`config.mk`:
```
export PLATFORM = sky130hd
export DESIGN_NAME = riscv_trace_buffer
export DESIGN_NICKNAME = d
export VERILOG_FILES = /design/src/rtl/riscv_trace_buffer.sv
export SDC_FILE = /design/constraint.sdc
export NUM_CORES = 1
export LEC_CHECK = 0
export ABC_AREA = 1
export BUFFER_PORTS_ARGS = -buffer_cell sky130_fd_sc_hd__buf_2
export CORE_ASPECT_RATIO = 0.9
export CORE_MARGIN = 1.5
export CORE_UTILIZATION = 60
export DETAILED_ROUTE_END_ITERATION = 10
export HOLD_SLACK_MARGIN = 0.08
export PLACE_DENSITY_LB_ADDON = 0.1
export SLEW_MARGIN = 30
export SYNTH_ARGS = -nofsm -noshare
export SYNTH_HDL_FRONTEND = slang
export SYNTH_SLANG_ARGS = --single-unit
```
`constraint.sdc`:
```
create_clock -name clk -period 8 [get_ports clk]
set_input_delay 0 -clock clk [delete_from_list [all_inputs] [get_ports clk]]
set_output_delay 0 -clock clk [all_outputs]
set_load 0.005 [all_outputs]
```
`src/rtl/riscv_trace_buffer.sv`:
```
// Retirement-trace capture buffer for the single-cycle RISC-V core.
// Records PC/instruction/rd-write per retirement in a circular buffer and drains it oldest-first.
module riscv_trace_buffer #(
  parameter  int XLEN  = 32,
  parameter  int DEPTH = 8,
  localparam int CW    = $clog2(DEPTH) + 1
) (
  input  logic            clk,
  input  logic            reset,
  input  logic            cap_valid,
  input  logic [XLEN-1:0] cap_pc,
  input  logic [31:0]     cap_instr,
  input  logic            cap_we,
  input  logic [4:0]      cap_rd,
  input  logic [XLEN-1:0] cap_wdata,
  input  logic            arm,
  input  logic            trig_en,
  input  logic [XLEN-1:0] trig_pc,
  input  logic [CW-1:0]   post_count,
  output logic            rd_valid,
  input  logic            rd_ready,
  output logic [XLEN-1:0] rd_pc,
  output logic [31:0]     rd_instr,
  output logic            rd_we,
  output logic [4:0]      rd_rd,
  output logic [XLEN-1:0] rd_wdata,
  output logic [1:0]      state,
  output logic [CW-1:0]   count,
  output logic            triggered,
  output logic            wrapped
);

  localparam int            AW       = $clog2(DEPTH);
  localparam logic [CW-1:0] FULL     = CW'(DEPTH);
  localparam logic [CW-1:0] MAX_POST = CW'(DEPTH - 1);

  typedef enum logic [1:0] {
    S_IDLE  = 2'b00,
    S_ARMED = 2'b01,
    S_POST  = 2'b10,
    S_DONE  = 2'b11
  } state_t;

  typedef struct packed {
    logic [XLEN-1:0] pc;
    logic [31:0]     instr;
    logic            we;
    logic [4:0]      rd;
    logic [XLEN-1:0] wdata;
  } entry_t;

  state_t        st, st_nxt;
  logic [AW-1:0] wp, wp_nxt;
  logic [CW-1:0] cnt, cnt_nxt;
  logic [CW-1:0] remaining, remaining_nxt;
  logic          trig_q, trig_nxt;
  logic          wrap_q, wrap_nxt;

  entry_t        mem [DEPTH];
  entry_t        cap_entry;
  entry_t        head_entry;
  logic [AW-1:0] head;
  logic [CW-1:0] post_clamped;
  logic [CW-1:0] cnt_inc;
  logic          capture;
  logic          pop;
  logic          pc_hit;

  assign post_clamped = (post_count > MAX_POST) ? MAX_POST : post_count;
  assign pc_hit       = trig_en && (cap_pc == trig_pc);
  assign capture      = cap_valid && !arm && ((st == S_ARMED) || (st == S_POST));
  // A full buffer overwrites its oldest entry, so the count saturates at DEPTH.
  assign cnt_inc      = (cnt == FULL) ? FULL : cnt + CW'(1);
  assign head         = wp - cnt[AW-1:0];
  assign rd_valid     = (st == S_DONE) && (cnt != '0);
  assign pop          = rd_valid && rd_ready && !arm;

  assign cap_entry = '{pc: cap_pc, instr: cap_instr, we: cap_we, rd: cap_rd, wdata: cap_wdata};

  always_comb begin
    // NOTE: every variable gets a default first so no path through the case infers a latch.
    st_nxt        = st;
    wp_nxt        = wp;
    cnt_nxt       = cnt;
    remaining_nxt = remaining;
    trig_nxt      = trig_q;
    wrap_nxt      = wrap_q;

    if (arm) begin
      st_nxt        = S_ARMED;
      wp_nxt        = '0;
      cnt_nxt       = '0;
      remaining_nxt = '0;
      trig_nxt      = 1'b0;
      wrap_nxt      = 1'b0;
    end else begin
      if (capture) begin
        wp_nxt  = wp + AW'(1);
        cnt_nxt = cnt_inc;
        if (cnt == FULL) wrap_nxt = 1'b1;
      end

      unique case (st)
        S_IDLE: ;
        S_ARMED: begin
          if (cap_valid) begin
            if (pc_hit) begin
              trig_nxt = 1'b1;
              if (post_clamped == '0) begin
                st_nxt = S_DONE;
              end else begin
                remaining_nxt = post_clamped;
                st_nxt        = S_POST;
              end
            end else if (!trig_en && (cnt_inc == FULL)) begin
              st_nxt = S_DONE;
            end
          end
        end
        S_POST: begin
          if (cap_valid) begin
            remaining_nxt = remaining - CW'(1);
            if (remaining == CW'(1)) st_nxt = S_DONE;
          end
        end
        S_DONE: begin
          // An empty DONE (drained on entry) falls back to IDLE without waiting for a pop.
          if (cnt == '0) begin
            st_nxt = S_IDLE;
          end else if (pop) begin
            cnt_nxt = cnt - CW'(1);
            if (cnt == CW'(1)) st_nxt = S_IDLE;
          end
        end
        default: ;
      endcase
    end
  end

  // NOTE: sequential state uses non-blocking assignments so all registers update from pre-edge values.
  always_ff @(posedge clk or negedge reset) begin
    if (!reset) begin
      st        <= S_IDLE;
      wp        <= '0;
      cnt       <= '0;
      remaining <= '0;
      trig_q    <= 1'b0;
      wrap_q    <= 1'b0;
    end else begin
      st        <= st_nxt;
      wp        <= wp_nxt;
      cnt       <= cnt_nxt;
      remaining <= remaining_nxt;
      trig_q    <= trig_nxt;
      wrap_q    <= wrap_nxt;
    end
  end

  // NOTE: the entry array is deliberately not reset; count gates every read so stale contents never escape.
  always_ff @(posedge clk) begin
    if (capture) mem[wp] <= cap_entry;
  end

  assign head_entry = rd_valid ? mem[head] : '0;

  assign rd_pc     = head_entry.pc;
  assign rd_instr  = head_entry.instr;
  assign rd_we     = head_entry.we;
  assign rd_rd     = head_entry.rd;
  assign rd_wdata  = head_entry.wdata;
  assign state     = st;
  assign count     = cnt;
  assign triggered = trig_q;
  assign wrapped   = wrap_q;

endmodule

```
==> Word-level counts from Yosys, hierarchy flattened <==
Memory sizes are Yosys's and may differ from the RTL's.
Cells that the tools add are included.
{ "op_classes": {"n_addsub": 5, "n_mul": 0, "n_div": 0, "magnitude_cmp": 1, "eq_ne": 16, "shift": 0, "muxes": 36, "bitwise": 0, "n_reduce_logical": 24} }
{ "op_table": {"columns": ["operator", "count"], "rows": [
  ["2-to-1 mux 102 bit", 1],
  ["2-to-1 mux 4 bit", 12],
  ["== test 32 bit", 1],
  ["2-to-1 mux 2 bit", 9],
  ["!= test 3 bit (second input constant)", 4],
  ["2-to-1 mux 1 bit", 10],
  ["nonzero test 2 bit", 5],
  ["== test 4 x 1 -> 1 bit (second input constant)", 2],
  ["== test 4 bit (second input constant)", 2],
  ["zero test 4 bit", 2],
  ["!= test 4 x 3 -> 1 bit (second input constant)", 2],
  ["one-hot mux 4 bit (2 select lines)", 1],
  ["nonzero test 4 bit", 2],
  ["subtractor 4 x 1 -> 4 bit (second input constant)", 2],
  ["logical AND 1 bit", 7],
  ["AND reduction 7 bit", 1],
  ["2-to-1 mux 3 bit", 2],
  ["one-hot mux 2 bit (3 select lines)", 1],
  ["AND reduction 5 bit", 1],
  ["adder 4 x 1 -> 4 bit (second input constant)", 1],
  ["== test 2 bit (second input constant)", 2],
  ["> comparator 4 x 3 -> 1 bit (second input constant)", 1],
  ["!= test 4 x 2 -> 1 bit (second input constant)", 1],
  ["adder 3 x 1 -> 3 bit (second input constant)", 1],
  ["other kinds (8)", 9]
]} }
{ "totals": {"regBits": 15, "latch_bits": 0, "ramBits": 816, "mem_bits_ro": 0, "output_inout_bits": 111, "word_cells": 89, "n_memories": 1} }
{ "memory_table": {"columns": ["memory", "depth", "word_bits", "rd", "rd_clocked_by_memory_dff", "wr", "line_no", "text"], "rows": [
  ["mem", 8, 102, 1, 0, 1, "59", "entry_t mem [DEPTH];"]
]} }

==> Logic depth before layout (Yosys ltp) <==
{ "logic_depth": {"word_depth": 9, "depth_mapped": 13} }

==> Worst setup path before layout <==
OpenSTA, ideal clock, no wires.
{ "synth_timing": {"path_type": "register -> register", "startpoint": "register st[0] (netlist: state[0])", "endpoint": "memory mem[0][0] (netlist name) (enable)", "setup_time_ps": 564, "t_arrival_ps": 5547, "required_time_ps": 7436, "setup_slack_ps": 1889, "stages_incl_launch_ff": 6, "n_path_buf": 0, "path_cell_list": "dfrtp_1 > inv_1 > ha_1 > nor3_2 > nand2_1 > nor2_1"} }
{ "synth_between": {"elab_chain_cells": 5, "word_cells_on_any_way": 6, "cone_classes": "2 x eq/ne; 2 x mux; 2 x reduce/logical"} }
{ "synth_lines": {"columns": ["element", "line_no", "text"], "rows": [
  ["start, declared", "52", "state_t st, st_nxt;"],
  ["start signal, assigned", "150", "st <= st_nxt;"],
  ["== test 2 x 1 -> 1 bit / == test 2 bit (equally long branches)", "71", "assign capture = cap_valid && !arm && ((st == S_ARMED) || (st == S_POST));"],
  ["logical OR 1 bit (*)", "71", null],
  ["logical AND 1 bit (*)", "71", null],
  ["2-to-1 mux 1 bit (*)", "161", "if (capture) mem[wp] <= cap_entry;"],
  ["2-to-1 mux 1 bit (not written as such) (*)", "161", null],
  ["end, declared", "59", null]
]} }
Mark *: on every way between the ends. The rest lies on a longest branch, timed or not.

==> Worst setup path in the final report <==
{ "layout_timing": {"startpoint": "register cnt[0] (netlist: count[0])", "endpoint": "output rd_pc[17]"} }
{ "layout_between": {"elab_chain_cells": 3, "word_cells_on_any_way": 5, "cone_classes": "1 x add/sub; 1 x mux; 2 x reduce/logical; 1 x memory"} }
{ "layout_lines": {"columns": ["element", "line_no", "text"], "rows": [
  ["start, declared", "54", "logic [CW-1:0] cnt, cnt_nxt;"],
  ["start signal, assigned", "152", "cnt <= cnt_nxt;"],
  ["subtractor 3 bit / nonzero test 4 bit (equally long branches)", "74, 75", null],
  ["memory read (8 x 102 bit) / logical AND 1 bit (equally long branches)", null, null],
  ["2-to-1 mux 102 bit (*)", "164", "assign head_entry = rd_valid ? mem[head] : '0;"],
  ["end, declared", "22", "output logic [XLEN-1:0] rd_pc,"]
]} }
Marked as above.

==> key figures <==
Run status
  – Outcome: finished, final reports clean

Clock network
  – Root Buffer: clkbuf_16
  – Worst-Skew Late Latency: ~0.63 ns
  – Sink Count: roughly 830
  – Post-CTS sizing: 0
  – CTS tree: built
  – H-tree depth: 3
  – Num CTS Buffers: just over 80
  – CTS Buffer Depth: 3
  – Reg clk slew, reported paths: 0.06 ns

Worst setup path
  – Data arrival, critical path: a little over 5 ns
  – Worst r2r path cells: 6
  – Reg2reg start: state[0]$_DFFE_PN0P_
  – Reg-to-reg endpoint: mem[1][53]$_DFFE_PP_
  – CP Data Required Time: approximately 8.0 ns
  – Class of the most critical setup path: register to output port
  – CP startpoint kind: register
  – CP Launch Point: count[0]$_DFF_PN0_
  – R2R Setup Slk: around 4.6 ns
  – Worst setup endpoint: rd_pc[17]
  – Crit Path Max Fanout: 80
  – Nature of the critical path endpoint: output port

Synth
  – EDFF count, synth: slightly above 800
  – Synth warnings: 0
  – Sequential share of the synthesized area: 74.1%
  – Synth Register Bits: approximately 830
  – Synthesized area: roughly 34000 um^2
  – Main synth FF type: edfxtp_1
  – Avg Inst Size Synth: approximately 13 um^2
  – Post-Syn Instances: roughly 2600
  – Synth unique cells: 37
  – FFs w/ async S/R, synth: roughly 1.8%
  – Syn nets: between 2000 and 3000

Global route
  – Number of global-route vias before repair: ~22000
  – GRT Total Usage: between 20 and 30%
  – Initial antenna violation count: 5
  – First-pass GRT wire length: between 100 and 150 mm
  – Pin count of the biggest net entering global routing: approximately 220
  – GRT overflow: 0

Routing
  – Via count: 22000
  – Residual DRC: 0
  – WL/cell: between 20 and 25 um
  – Remaining antenna violation count: 0
  – Routed WL: between 70 and 80 mm
  – Vias/cell: ~5.9
  – Initial drt markers: roughly 2100
  – First-pass iteration count of the detailed router: 6

Final layout
  – Area grow syn2layout: 16.8%
  – Layout Nets: just over 3000
  – Final core utilization: approximately 71%
  – Proportion of layout cells with a drive suffix above 1: 15.2%
  – Most frequent cells in the layout: edfxtp_1, nor2_1, o21ai_0, buf_2, dlygate4sd3_1
  – Most common cell after layout, fill and taps aside: edfxtp_1
  – Layout fillers: around 3800

Die
  – Chip width: between 200 and 300 um
  – Number of top-level pins: approximately 260
  – Initial Util: between 60% and 70%
  – Die Ht: 227 um
  – Die ar.: 57400 um^2
  – Core ar.: approximately 56000 um^2
  – Placement row count: slightly above 80

Power and ir drop
  – Leakage: about 13 nW
  – Pwr per Cell Area: around 350 nW/um^2
  – Worst VDD drop: about 0.34 mV

Timing
  – Crit share post-route: around 65%
  – FMAX: a little under 0.2 GHz
  – Setup-failing EPs final: 0
  – Slew HR: 31.9%
  – TNS Setup: 0 ns
  – RSZ-0062 raised after global routing: no
  – Hold Fails Final Rpt: 0
  – Worst slew pin tran: around 1.0 ns
  – Minimum clock period: 5.16 ns
  – Final Max Tran Viols: 0
  – Worst Skew: ~0.021 ns

Run
  – Max Cap Violations: 0

Place
  – RePlAce Congestion: 0.846
  – DP Wirelength: 39.2 mm
  – Port buffer count: 254

Min path
  – Worst Hold Class: primary input to register
## logic make-up after synthesis
family | count (synthesis) | synth area share, %
XOR/XNOR | 13 | 0.417
flip-flops | 831 | 74.1
AO/OA/AOI/OAI | 646 | 11.9
AND/OR/NAND/NOR | 879 | 9.96
adder cells (fa/ha/maj) | 12 | 0.469
buffers and inverters | 238 | 3.17
## flip-flops by register name (all words and copies together), names as in the netlist
register	flops
state	2
wrapped	1
mem	816
triggered	1
wp	3
count	4
remaining	4
## cells in the mapped netlist (3+ instances only)
library cell	instances	area, um^2
buf_6	3	33.8
ha_1	11	138
inv_1	67	251
o21ai_1	35	175
xnor2_1	8	70.1
nand2_1	96	360
o22ai_1	104	651
buf_1	3	11.3
nor2_1	763	2860
buf_2	56	280
a311oi_1	64	561
edfxtp_1	816	24500
nor3_1	4	20.0
dfrtp_1	15	375
nand3_1	7	35.0
o21ai_0	391	1960
a21oi_1	8	40.0
clkbuf_1	87	327
a311oi_2	38	571
buf_4	21	158
xor2_1	3	26.3
## report_power, final
group | switching (mW) | internal [mW]
Combinational | 3.55 | 1.52
Sequential | 0.0592 | 4.98
Clock | 1.59 | 2.18
Total | 5.20 | 8.68
## what timing repair did
| action | 4_1_cts | 5_1_grt |
|---|---|---|
| endpoints found under the hold margin | 846 | 0 |
| buffers inserted | 0 | 0 |
| hold buffers | 121 | 0 |
## through the flow
step | setup WS (ns) | instances | power, mW | instance area (um^2) | hold slack (ns)
2_1_floorplan | 1.89 | 2619 | 8.85 | 33600 | -0.296
3_3_place_gp | 3.75 | 3487 | 9.95 | 35300 | -0.0633
3_5_place_dp | 3.66 | 3487 | 10.1 | 35300 | -0.0609
4_1_cts | 2.94 | 3756 | 13.9 | 39200 | 0.126
5_1_grt | 2.61 | 3758 | 14.7 | 39200 | 0.175
6_report | 2.84 | 3759 | 13.9 | 39200 | 0.159
## how the worst min path moves through the flow
| stage | endpoint | slack (ns) | startpoint | depth (start not counted) |
|---|---|---|---|---|
| 2_1_floorplan | count[0]$_DFF_PN0_ | -0.30 | reset | 0 |
| 3_3_place_gp | remaining[2]$_DFFE_PN0P_ | -0.06 | reset | 1 |
| 3_5_place_dp | remaining[0]$_DFFE_PN0P_ | -0.06 | reset | 1 |
| 4_1_cts | mem[3][22]$_DFFE_PP_ | 0.13 | cap_wdata[22] | 2 |
| 5_1_grt | mem[5][25]$_DFFE_PP_ | 0.17 | cap_wdata[25] | 2 |
| 6_report | remaining[3]$_DFFE_PN0P_ | 0.16 | trig_pc[16] | 8 |
## cell type report
type / count / area (um^2) / area share (%)
inverter: 68 / 275 / 0.702
timing repair buffer: 403 / 2750 / 7.01
clock buffer: 94 / 2140 / 5.46
tap: 756 / 946 / 2.41
clock inverter: 54 / 502 / 1.28
antenna: 3 / 7.51 / 0.0191
sequential: 831 / 24900 / 63.4
multi-input combinational: 1550 / 7720 / 19.7
## routing by layer
metal  part of all wire [%]  GRT usage (%)
met3                    7.5           5.10
met5                  0.047              0
met4                    2.6           8.60
met2                     48           44.4
met1                     42           39.0
## worst max-delay path, stage by stage, from the launching register on
cell and delay [ns]:
dfrtp_1 0.53, ha_4 0.18, inv_1 0.04, fa_4 0.94
inv_6 0.53, buf_4 0.83, o21ai_0 0.30, o22ai_1 0.22
nor2_1 0.08, a311oi_1 0.52, buf_2 0.23
(Power assumes the default switching activity.)
